[src/rtl/instr_sequencer.sv]
// instr_sequencer: fetches one- or two-byte instructions from a registered-read
// instruction memory and issues each decoded opcode to the control unit once,
// then advances or redirects the program counter.
module instr_sequencer #(
    parameter int unsigned ADDR_W = 8,
    parameter int unsigned DATA_W = 8
) (
    input  logic              clk,
    input  logic              rst,
    output logic [ADDR_W-1:0] imem_addr,
    output logic              imem_rd,
    input  logic [DATA_W-1:0] imem_data,
    output logic [4:0]        opIn,
    output logic [2:0]        reg_field,
    output logic [7:0]        imm,
    output logic              issue,
    input  logic              stall,
    input  logic              pcLine,
    input  logic              zero,
    input  logic              neg,
    output logic [ADDR_W-1:0] pc
);

    // Shared project opcode encodings (instruction byte bits [7:4])
    localparam logic [3:0] OP_NOP     = 4'h0;
    localparam logic [3:0] OP_ADD     = 4'h1;
    localparam logic [3:0] OP_SUB     = 4'h2;
    localparam logic [3:0] OP_AND     = 4'h3;
    localparam logic [3:0] OP_OR      = 4'h4;
    localparam logic [3:0] OP_XOR     = 4'h5;
    localparam logic [3:0] OP_LOADIMM = 4'h6;
    localparam logic [3:0] OP_LOAD    = 4'h7;
    localparam logic [3:0] OP_STORE   = 4'h8;
    localparam logic [3:0] OP_BR      = 4'h9;
    localparam logic [3:0] OP_BR_Z    = 4'hA;
    localparam logic [3:0] OP_BR_N    = 4'hB;

    typedef enum logic [2:0] {
        FETCH     = 3'd0,
        LATCH     = 3'd1,
        FETCH_IMM = 3'd2,
        LATCH_IMM = 3'd3,
        ISSUE     = 3'd4
    } seqState_t;

    seqState_t   state;
    seqState_t   nextState;
    logic [7:0]  ir;
    logic [7:0]  fetchByte;
    logic [3:0]  irOp;
    logic        branchTaken;
    logic        latchIr;
    logic        latchImm;
    logic        advancePc;
    logic        loadPc;

    // Opcodes that carry a second (immediate / branch-target) byte
    function automatic logic isTwoByte(input logic [3:0] op);
        return (op == OP_LOADIMM) || (op == OP_BR) || (op == OP_BR_Z) || (op == OP_BR_N);
    endfunction

    assign fetchByte = 8'(imem_data);
    assign irOp      = ir[7:4];
    assign imem_addr = pc;
    assign reg_field = ir[2:0];

    // Branch condition; only consumed in the accepting issue cycle
    assign branchTaken = pcLine && ((irOp == OP_BR)
                                 || ((irOp == OP_BR_Z) && zero)
                                 || ((irOp == OP_BR_N) && neg));

    // State register
    always_ff @(posedge clk) begin
        if (rst) begin
            state <= FETCH;
        end else begin
            state <= nextState;
        end
    end

    // Next-state logic
    always_comb begin
        nextState = state;
        unique case (state)
            FETCH:     nextState = LATCH;
            LATCH:     nextState = isTwoByte(fetchByte[7:4]) ? FETCH_IMM : ISSUE;
            FETCH_IMM: nextState = LATCH_IMM;
            LATCH_IMM: nextState = ISSUE;
            ISSUE:     nextState = stall ? ISSUE : FETCH;
            default:   nextState = FETCH;
        endcase
    end

    // Moore outputs and datapath strobes; everything idles while rst is high
    always_comb begin
        imem_rd   = 1'b0;
        issue     = 1'b0;
        opIn      = 5'b00000;
        latchIr   = 1'b0;
        latchImm  = 1'b0;
        advancePc = 1'b0;
        loadPc    = 1'b0;
        if (!rst) begin
            unique case (state)
                FETCH:     imem_rd = 1'b1;
                LATCH: begin
                    latchIr   = 1'b1;
                    advancePc = 1'b1;
                end
                FETCH_IMM: imem_rd = 1'b1;
                LATCH_IMM: begin
                    latchImm  = 1'b1;
                    advancePc = 1'b1;
                end
                ISSUE: begin
                    issue  = 1'b1;
                    opIn   = ir[7:3];
                    loadPc = !stall && branchTaken;
                end
                default: begin
                    imem_rd = 1'b0;
                end
            endcase
        end
    end

    // Instruction, immediate and program-counter registers
    always_ff @(posedge clk) begin
        if (rst) begin
            ir  <= 8'h00;
            imm <= 8'h00;
            pc  <= '0;
        end else begin
            if (latchIr) begin
                ir <= fetchByte;
            end
            if (latchImm) begin
                imm <= fetchByte;
            end
            if (loadPc) begin
                pc <= ADDR_W'(imm);
            end else if (advancePc) begin
                pc <= pc + ADDR_W'(1);
            end
        end
    end

endmodule

[config.mk]
export PLATFORM = sky130hd
export DESIGN_NAME = instr_sequencer
export DESIGN_NICKNAME = d
export VERILOG_FILES = /design/src/rtl/instr_sequencer.sv
export SDC_FILE = /design/constraint.sdc
export NUM_CORES = 1
export LEC_CHECK = 0
export CAP_MARGIN = 20
export CORE_MARGIN = 2
export CORE_UTILIZATION = 42
export CTS_BUF_LIST = sky130_fd_sc_hd__clkbuf_8
export DETAILED_ROUTE_END_ITERATION = 7
export MAX_ROUTING_LAYER = met4
export PLACE_DENSITY = 0.75
export SYNTH_ARGS = -nofsm -noshare
export SYNTH_HDL_FRONTEND = slang
export SYNTH_SLANG_ARGS = --single-unit
[constraint.sdc]
create_clock -name clk -period 3.4 [get_ports clk]
set_input_delay 0.68 -clock clk [delete_from_list [all_inputs] [get_ports clk]]
set_output_delay 0.68 -clock clk [all_outputs]
set_load 0.02 [all_outputs]
== Word level (Yosys, flattened, before mapping) ==
Cells that the tools add are included.

* Output and inout bits: 34
* Word-level logic and storage cells: 49
* Flip-flop bits (word level): 27

* Equal/unequal tests: 11
* $add $sub $neg: 1
* Muxes and demuxes: 19
* Reductions and logical operators: 14

{| class="wikitable"
|+ Operator list
! kind !! count
|-
| 4-bit equality test (second input constant) || 6
|-
| 8-bit 2-to-1 mux || 2
|-
| 3-bit case mux with 5 select lines || 1
|-
| 1-bit 2-to-1 mux || 12
|-
| 5-bit 2-to-1 mux || 2
|-
| 8-bit by 1-bit adder with 8-bit output (second input constant) || 1
|-
| 3-bit by 2-bit equality test with 1-bit output (second input constant) || 2
|-
| 3-bit 2-to-1 mux || 2
|-
| 1-bit logical OR || 5
|-
| 4-bit by 3-bit equality test with 1-bit output (second input constant) || 1
|-
| 1-bit logical AND || 4
|-
| 2-bit OR reduction || 2
|-
| 3-bit by 1-bit equality test with 1-bit output (second input constant) || 1
|-
| 3-bit equality test (second input constant) || 1
|-
| 3-bit zero test || 1
|-
| 2-bit nonzero test || 1
|-
| 1-bit zero test || 1
|}

== Logic depth before layout (Yosys ltp) ==
Gate-level depths: netlist of run 1.

* Depth after elaboration: 9
* Depth in mapped cells: 6
* Depth with buffers taken out: 5

== Worst setup path before layout of run 1 ==
No wires, ideal clock.

* Path type: input-to-output
* Start: in rst
* End: out imem_rd
* Cell stages on the path: 4
* Buffers on the path: 3
* Arrival time: 1639 ps
* Slack: 1081 ps
* Path through: clkbuf_1 > clkbuf_1 > clkbuf_1 > nor3_1

* Cells in the longest elaborated chain, start to end: 1

{| class="wikitable"
|+ Ends and longest elaborated chain
! item !! line !! text
|-
| start: declaration || 9 || <nowiki>input logic rst,</nowiki>
|-
| 1-bit 2-to-1 mux || 103 || <nowiki>if (!rst) begin</nowiki>
|-
| end: declaration || 11 || <nowiki>output logic imem_rd,</nowiki>
|}

No other way between the ends.

== Worst setup path after layout of run 1 ==
* Start: in rst
* End: out opIn[0]

* Cells in the longest elaborated chain, start to end: 1

{| class="wikitable"
|+ Ends and longest elaborated chain
! item !! line !! text
|-
| 5-bit 2-to-1 mux || 103 ||
|-
| end: declaration || 13 || <nowiki>output logic [4:0] opIn,</nowiki>
|}

No other way between the ends.

==> metrics list, run 1 <==
- Number of nets in the layout: 216
- The number of placed instances, taps included, is 240.
- A synthesized cell averages 8.30 sq um.
- FFs w/ async S/R, synth: 0%
- Clock latency reported for the late side of the worst-skew pair: 0.28 ns
- For this run, the slowest stage of the critical path takes 0.60 ns.
* FILL cells: 286
- In the detailed route, the total length drawn on met3 is 196 um.
- Entering global routing, the biggest net connects 31 pins.
* Number of global-route vias before repair: 1179
* Count of different cell masters after synthesis: 34
- Between clock sinks in the finished design, the worst skew comes to 0.00609 ns.
* Leak Pwr: 0.611 nW
- Initial DRT Pass Iterations: 5
* Clock-pin slew on the worst setup and hold paths: 0.10 ns
- Wire length of the first global-routing pass: 5240 um
- STA classifies the critical path endpoint as a primary output.
* Sequence of cells on the critical path: clkdlybuf4s50_1 -> nor4b_4 -> and2_1 -> clkdlybuf4s50_1
- The number of hold buffers added after CTS was 0.
- Wire length per cell: 13.5 um
- Port buffering added 47 buffers.
- Starting DRC count in detailed routing: 122
- Across all hold checks on the routed design, the worst slack comes to 0.486 ns.
- Actual transition at the worst max-transition pin: 0.758 ns
- PD cells: 344 nW/um^2
* Root Driver: sky130_fd_sc_hd__clkbuf_8
- The HPWL after detailed placement is 2360 um.
* Number of enable-type register cells in the synthesized netlist: 0
- Resize count post-CTS: 0
- Setup violations remaining at the end of the flow were counted as 0.
* Final core utilization: 59.4%
* Final antenna diode count: 0
- Final Cell Area: 1840 sq um
* Cell with the most instances on the worst path: sky130_fd_sc_hd__clkdlybuf4s50_1
- The max-slew violation count came to 0.
* Die Y: 61.5 um
- Initial antenna violation count: 0
* Total nets after synthesis: 182
- Startpoint type of the worst setup path: primary input
* #FFs+latches synth: 27
* Setup repair after global routing missed its margin: false
* Cell with the biggest individual delay on the critical path: sky130_fd_sc_hd__clkdlybuf4s50_1
- The worst setup path is of the primary input to primary output kind.
* Count of nets left with antenna violations after detail routing: 0
- CTS saw 27 sinks.
* Kind of cell adding the most delay to the critical path: buffers and inverters
* Number of non-filler instances in the completed layout: 244
- DR top layer: met4
* Total negative slack for setup checks: 0 ns
- Among all flip-flop cells after synthesis, the most frequent one is sky130_fd_sc_hd__dfxtp_1.
- Max-cap viol count: 0
- Share of the clock period used by the worst path: 88.2%
* Wl on met1: 1520 um
- TritonCTS Buffers: 3
- TritonCTS built the clock tree.
- The flow ran to the end, and the final reports show no timing, DRC or antenna violations.
- Worst EP required: 2.72 ns
* Area grow syn2layout: 33.0%
* Class of the tightest hold or removal check: register to register
- The critical path contains buffers and inverters numbering 2 combined.
* Floorplan die width: 61.5 um
- The routed design uses 1530 um of met2 wire.
- Placeable core region: 3100 sq um
- For this run, the top clock speed supported by timing is 333 MHz.
- Max Root-Sink Buffers: 2
- Summed over all layers, the global routing overflow is 0.
- Warnings from Yosys: 0
- Layout cell share with drive strength beyond 1: 4.50%
- The largest total area in the synthesized netlist belongs to sky130_fd_sc_hd__dfxtp_1.
- GRT Util Overall: 18.9%
- After detailed routing, the number of remaining DRC violations is 0.
- The worst pin sits at a relative slew slack of 49.5%.
* Post-CTS Repair Setup Buffers: 0
* Post-place instance area: 1800 sq um
* Cells after synthesis: 167
* RePlAce Congestion: 0.794
* H-tree depth: 1
- Total vias in the final route: 1315
- Placement Rows: 20
- The die covers 3780 sq um.
- For this run, the register share of the synthesized area comes to 39.0%.
- Sorting the synthesized cells by area gives the leading types as sky130_fd_sc_hd__dfxtp_1 (39%), sky130_fd_sc_hd__nand2b_1 (7.7%), sky130_fd_sc_hd__buf_4 (7.0%).
* Minimum clock period: 3.00 ns
* Crit-path max FO: 8
- Number of primary I/O pins: 48
- In this run the biggest area consumer among cell types represents 39.0% of the synthesized area.
- The final number of hold-violating endpoints came to 0.
- The mapped netlist covers 1390 sq um.
- IR drop worst, VDD: 0.216 mV
- Once the floorplan was initialized, standard cells occupied 44.7% of the core.
- Summed over all layers, the routed wires come to 3290 um.
- The most common cell in the synthesized netlist is sky130_fd_sc_hd__dfxtp_1.
- Arrival time of the worst setup path: 2.32 ns
* Detailed-route vias per instance: 5.39
* List of most frequent post-synthesis cells: sky130_fd_sc_hd__dfxtp_1 (27), sky130_fd_sc_hd__nand2_1 (22), sky130_fd_sc_hd__o21ai_0 (18)
routing by layer:
layer | global-route usage (%) | vias to the layer above
met5 | - | -
met4 | 6.38 | 0
met3 | 2.52 | 4
met2 | 30.4 | 52
met1 | 24.5 | 618
li1 | - | 641
worst min-delay path, stage by stage (launching register included):
cell	delay [ns]
sky130_fd_sc_hd__dfxtp_1	0.33
sky130_fd_sc_hd__nand2b_1	0.06
sky130_fd_sc_hd__o21ai_0	0.06
power by group:
part | switching, mW | internal [mW] | total [mW]
logic | 0.0492 | 0.0493 | 0.0985
registers | 0.0151 | 0.330 | 0.345
clock network | 0.107 | 0.0833 | 0.190
through the flow:
| step | setup WS [ns] | power [mW] |
|---|---|---|
| 2_1_floorplan | 1.08 | 0.410 |
| 3_3_place_gp | 0.417 | 0.448 |
| 3_5_place_dp | 0.400 | 0.450 |
| 4_1_cts | 0.390 | 0.640 |
| 5_1_grt | 0.281 | 0.662 |
| 6_report | 0.400 | 0.634 |
cell usage in the layout, fill, tap and decap left out, types with 4 or more instances in the layout:
master / synthesis / final
sky130_fd_sc_hd__o21ai_0: 18 / 18
sky130_fd_sc_hd__nand2_1: 22 / 22
sky130_fd_sc_hd__nor2_1: 4 / 4
sky130_fd_sc_hd__nor3_1: 4 / 4
sky130_fd_sc_hd__and2_1: 6 / 6
sky130_fd_sc_hd__dfxtp_1: 27 / 27
sky130_fd_sc_hd__a21oi_1: 8 / 8
sky130_fd_sc_hd__nand3_1: 9 / 9
sky130_fd_sc_hd__nand2b_1: 17 / 17
sky130_fd_sc_hd__clkdlybuf4s50_1: 0 / 47
cell families after synthesis:
kind of cell	after synthesis	synth area share, %
and+or+nand+nor	79	33.8
AOI/OAI and AO/OA	38	16.2
DFF	27	39.0
buffers and inverters	21	9.48
muxes	1	0.722
adders and majority gates	1	0.902
sequential cells by signal (all words and copies together) (netlist names):
name and count:
ir 8, imm 8, state 3, imem_addr 8
final cells by class:
type	instances	area, sq um	area share [%]
Clock buffer	3	41.3	2.24
Clock inverter	1	7.51	0.407
Inverter	2	7.51	0.407
Multi-Input combinational cell	119	714	38.7
Sequential cell	27	541	29.3
Tap cell	44	55.1	2.99
Timing Repair Buffer	48	478	25.9
final timing paths:
| check | start | end | slack, ns | depth (start not counted) |
|---|---|---|---|---|
| setup / recovery | rst | opIn[0] | 0.40 | 4 |
| hold / removal | ir[3] | ir[3] | 0.49 | 2 |
| setup reg to reg | state[0] | ir[4] | 1.57 | 3 |
| hold reg to reg | ir[3] | ir[3] | 0.49 | 2 |
Note: power is estimated with default switching activity, not from simulation.
==> run 2: changes to the inputs <==
--- a/config.mk
+++ b/config.mk
@@ -5,13 +5,14 @@
 export SDC_FILE = /design/constraint.sdc
 export NUM_CORES = 1
 export LEC_CHECK = 0
+export ABC_AREA = 1
 export CAP_MARGIN = 20
 export CORE_MARGIN = 2
 export CORE_UTILIZATION = 42
 export CTS_BUF_LIST = sky130_fd_sc_hd__clkbuf_8
 export DETAILED_ROUTE_END_ITERATION = 7
 export MAX_ROUTING_LAYER = met4
-export PLACE_DENSITY = 0.75
+export PLACE_DENSITY = 0.74
 export SYNTH_ARGS = -nofsm -noshare
 export SYNTH_HDL_FRONTEND = slang
 export SYNTH_SLANG_ARGS = --single-unit
==> run 2 against run 1 <==
Against the previous run:
- area after synthesis is 8.4% higher
- routed wire length is 5.8% higher
- fmax is 1.2% higher
- first-iteration DRC count is 22% lower
- power is 6.1% higher
- flip-flop and latch count stayed put
- clock skew hardly changed
- die area is 7.8% higher
- non-clock buffer count stayed put
- sequential share of layout area is 1.8 points lower
- critical endpoint is now issue
- largest power group unchanged
==> metrics list, run 2 <==
- Worst EP required: 2.72 ns
- Layout cell share with drive strength beyond 1: 10.7%
* Clock tree sinks: 27
* Clock-pin slew on the worst setup and hold paths: 0.10 ns
- Minimum clock period: 2.97 ns
- The first global-routing pass estimated 5840 um of wire.
* Class of the tightest hold or removal check: register to register
* Area grow syn2layout: 30.6%
* H-tree depth: 1
* Place WS: 0.428 ns
- Slew headroom: 73.7%
- Top library cells by usage in the layout, fill and taps aside: sky130_fd_sc_hd__nand2_1 (64), sky130_fd_sc_hd__clkdlybuf4s50_1 (47), sky130_fd_sc_hd__nor2_1 (33)
* Initial standard-cell utilization of the core: 44.3%
- Between clock sinks in the finished design, the worst skew comes to 0.00571 ns.
- Quantity of I/O buffers inserted on ports: 47
- Post-Route WL: 3480 um
* Detailed-route vias per instance: 4.89
- Count of final max-slew check failures: 0
- The tightest hold path in the finished design has a slack of 0.478 ns.
- GR Overflow Total: 0
* Clock latency reported for the late side of the worst-skew pair: 0.28 ns
* Number of design rule violations left after detail routing: 0
* Startpoint type of the worst setup path: primary input
* Post-Synthesis Cell Area: 1500 sq um
- Count of nets left with antenna violations after detail routing: 0
- After layout, the design draws a total of 0.672 mW.
- In this run the static leakage power is 0.794 nW.
* Type of the worst setup path: primary input to primary output
- Final number of hold-violating endpoints: 0
- The die is 63.8 um tall.
* Placement Rows: 21
- Cells fill 57.9% of the core in the end.
- Warnings from Yosys: 0
* GRT Util Overall: 18.7%
- The commonest cells after synthesis are sky130_fd_sc_hd__nand2_1 (64), sky130_fd_sc_hd__nor2_1 (33), sky130_fd_sc_hd__dfxtp_1 (27).
- Number of primary I/O pins: 48
- Resize count post-CTS: 0
- Root Driver: sky130_fd_sc_hd__clkbuf_8
- After synthesis, the largest area contributor takes up 36.0% of total cell area.
- Worst path setup slack after routing: 0.434 ns
- After detailed routing, the average wire length per cell comes to 11.7 um.
- The worst setup path is captured at a primary output.
- Crit-path max FO: 16
- In this run the standard cell core region covers 3390 sq um.
- Run status: finished, final reports clean
* Number of enable-type register cells in the synthesized netlist: 0
- TritonCTS built the clock tree.
* Setup repair after global routing missed its margin: false
- The largest single stage delay on the critical path is 0.62 ns.
- In the post-synthesis netlist, the biggest area contributors are sky130_fd_sc_hd__dfxtp_1 (36%), sky130_fd_sc_hd__nand2_1 (16%), sky130_fd_sc_hd__nor2_1 (8.2%).
* Total negative slack for setup checks: 0 ns
- The slowest stage of the critical path is the sky130_fd_sc_hd__clkdlybuf4s50_1 cell.
* Max-cap viol count: 0
- Share of the clock period used by the worst path: 87.2%
- Post-CTS Repair Setup Buffers: 0
- Clock tree synthesis inserted a total of 3 buffers.
- Share of synthesized area occupied by flip-flops and latches: 36.0%
* Number of global-route vias before repair: 1262
- Synthesis inferred 27 register bits.
- For this run, the top clock speed supported by timing is 337 MHz.
- The synthesized design spends more area on one cell type than any other, namely sky130_fd_sc_hd__dfxtp_1.
- The number of hold buffers added after CTS was 0.
- Before antenna repair, the detailed router went through 4 iterations.
* Most common library cell in the layout ignoring fill and taps: sky130_fd_sc_hd__nand2_1
* Actual transition at the worst max-transition pin: 0.393 ns
- Count of different cell masters after synthesis: 30
- For this run, the leading register cell type out of synthesis is sky130_fd_sc_hd__dfxtp_1.
- In this run the mean area of a mapped cell was 6.99 sq um.
* Cells after synthesis: 215
- Pin count of the biggest net entering global routing: 18
* Initial antenna violation count: 0
* Floorplan die width: 63.8 um
- Die outline area: 4070 sq um
- PD cells: 343 nW/um^2
* Kind of cell adding the most delay to the critical path: buffers and inverters
- RePlAce Congestion: 0.882
- Most numerous cell in the Yosys netlist: sky130_fd_sc_hd__nand2_1
- Number of nets in the layout: 268
- Once detailed placement completed, the half-perimeter wirelength came to 2590 um.
- Sequence of cells on the critical path: clkdlybuf4s50_1 -> inv_2 -> nand3_2 -> inv_2 -> clkdlybuf4s50_1
- FFs w/ async S/R, synth: 0%
- VDD sags by at most 0.218 mV.
* Starting DRC count in detailed routing: 95
- The clock passes through at most 2 buffers.
- Final antenna diode count: 0
* Total nets after synthesis: 230
- STA puts the critical path data arrival time at 2.29 ns.
* Total vias in the final route: 1456
- Critical path buffers and inverters: 4
- Setup violations remaining at the end of the flow were counted as 0.
## run 2: cell count changes in the layout (fill, tap and decap cells not counted), moves of 4 or more
cell | before | now
sky130_fd_sc_hd__inv_1 | 2 | 15
sky130_fd_sc_hd__and2_1 | 6 | 0
sky130_fd_sc_hd__o21ai_0 | 18 | 8
sky130_fd_sc_hd__nand4_1 | 1 | 5
sky130_fd_sc_hd__nand2_1 | 22 | 64
sky130_fd_sc_hd__nand3_1 | 9 | 16
sky130_fd_sc_hd__nor2_1 | 4 | 33
sky130_fd_sc_hd__a21oi_1 | 8 | 2
sky130_fd_sc_hd__o21ai_2 | 0 | 4
sky130_fd_sc_hd__inv_2 | 0 | 4
sky130_fd_sc_hd__nand2b_1 | 17 | 0
## run 2: per-layer routing
layer	routed length (um)	global-route usage, %	up-vias
met5	0	-	-
met4	48	6.52	0
met3	179	3.70	7
met2	1590	28.8	43
met1	1660	24.4	653
li1	-	-	753
## run 2: cell type report
type	instances	area (sq um)
clock buffer	3	41.3
clock inverter	1	8.76
fill	324	1430
inverter	19	71.3
multi-input combinational	154	764
sequential	27	541
tap	46	57.6
timing repair buffer	48	478
## run 2: report_power, final
group | switching [mW] | internal (mW) | leakage (nW) | total (mW)
Sequential | 0.0180 | 0.333 | 0.220 | 0.351
Clock | 0.109 | 0.0862 | 0.0261 | 0.195
Combinational | 0.0732 | 0.0535 | 0.548 | 0.127
Total | 0.200 | 0.473 | 0.794 | 0.672
## run 2: final timing paths
check | from | end | slack, ns | cells after the start
hold reg to reg | ir[1] | ir[1] | 0.48 | 2
setup / recovery | rst | issue | 0.43 | 5
hold / removal | ir[1] | ir[1] | 0.48 | 2
setup reg to reg | imem_addr[0] | imem_addr[6] | 2.00 | 10
## run 2: cells by family after synthesis
group,share of synthesized area (%)
compound gates,9.33
simple gates,40.1
flops,36.0
xor+xnor,0.583
fa+ha+maj,0.833
buf+inv,13.2
## run 2: through the flow
stage               std cells  instance area, sq um
floorplan                 215                  1500
global placement          294                  1910
detailed placement        294                  1910
CTS                       298                  1960
global route              298                  1960
finish                    298                  1960
## run 2: worst reg2reg max path: cells and delay by family, from the launching register on
| kind | cells | cell delay (ns) |
|---|---|---|
| DFF | 1 | 0.44 |
| and+or+nand+nor | 9 | 0.66 |
| adders and majority gates | 1 | 0.20 |
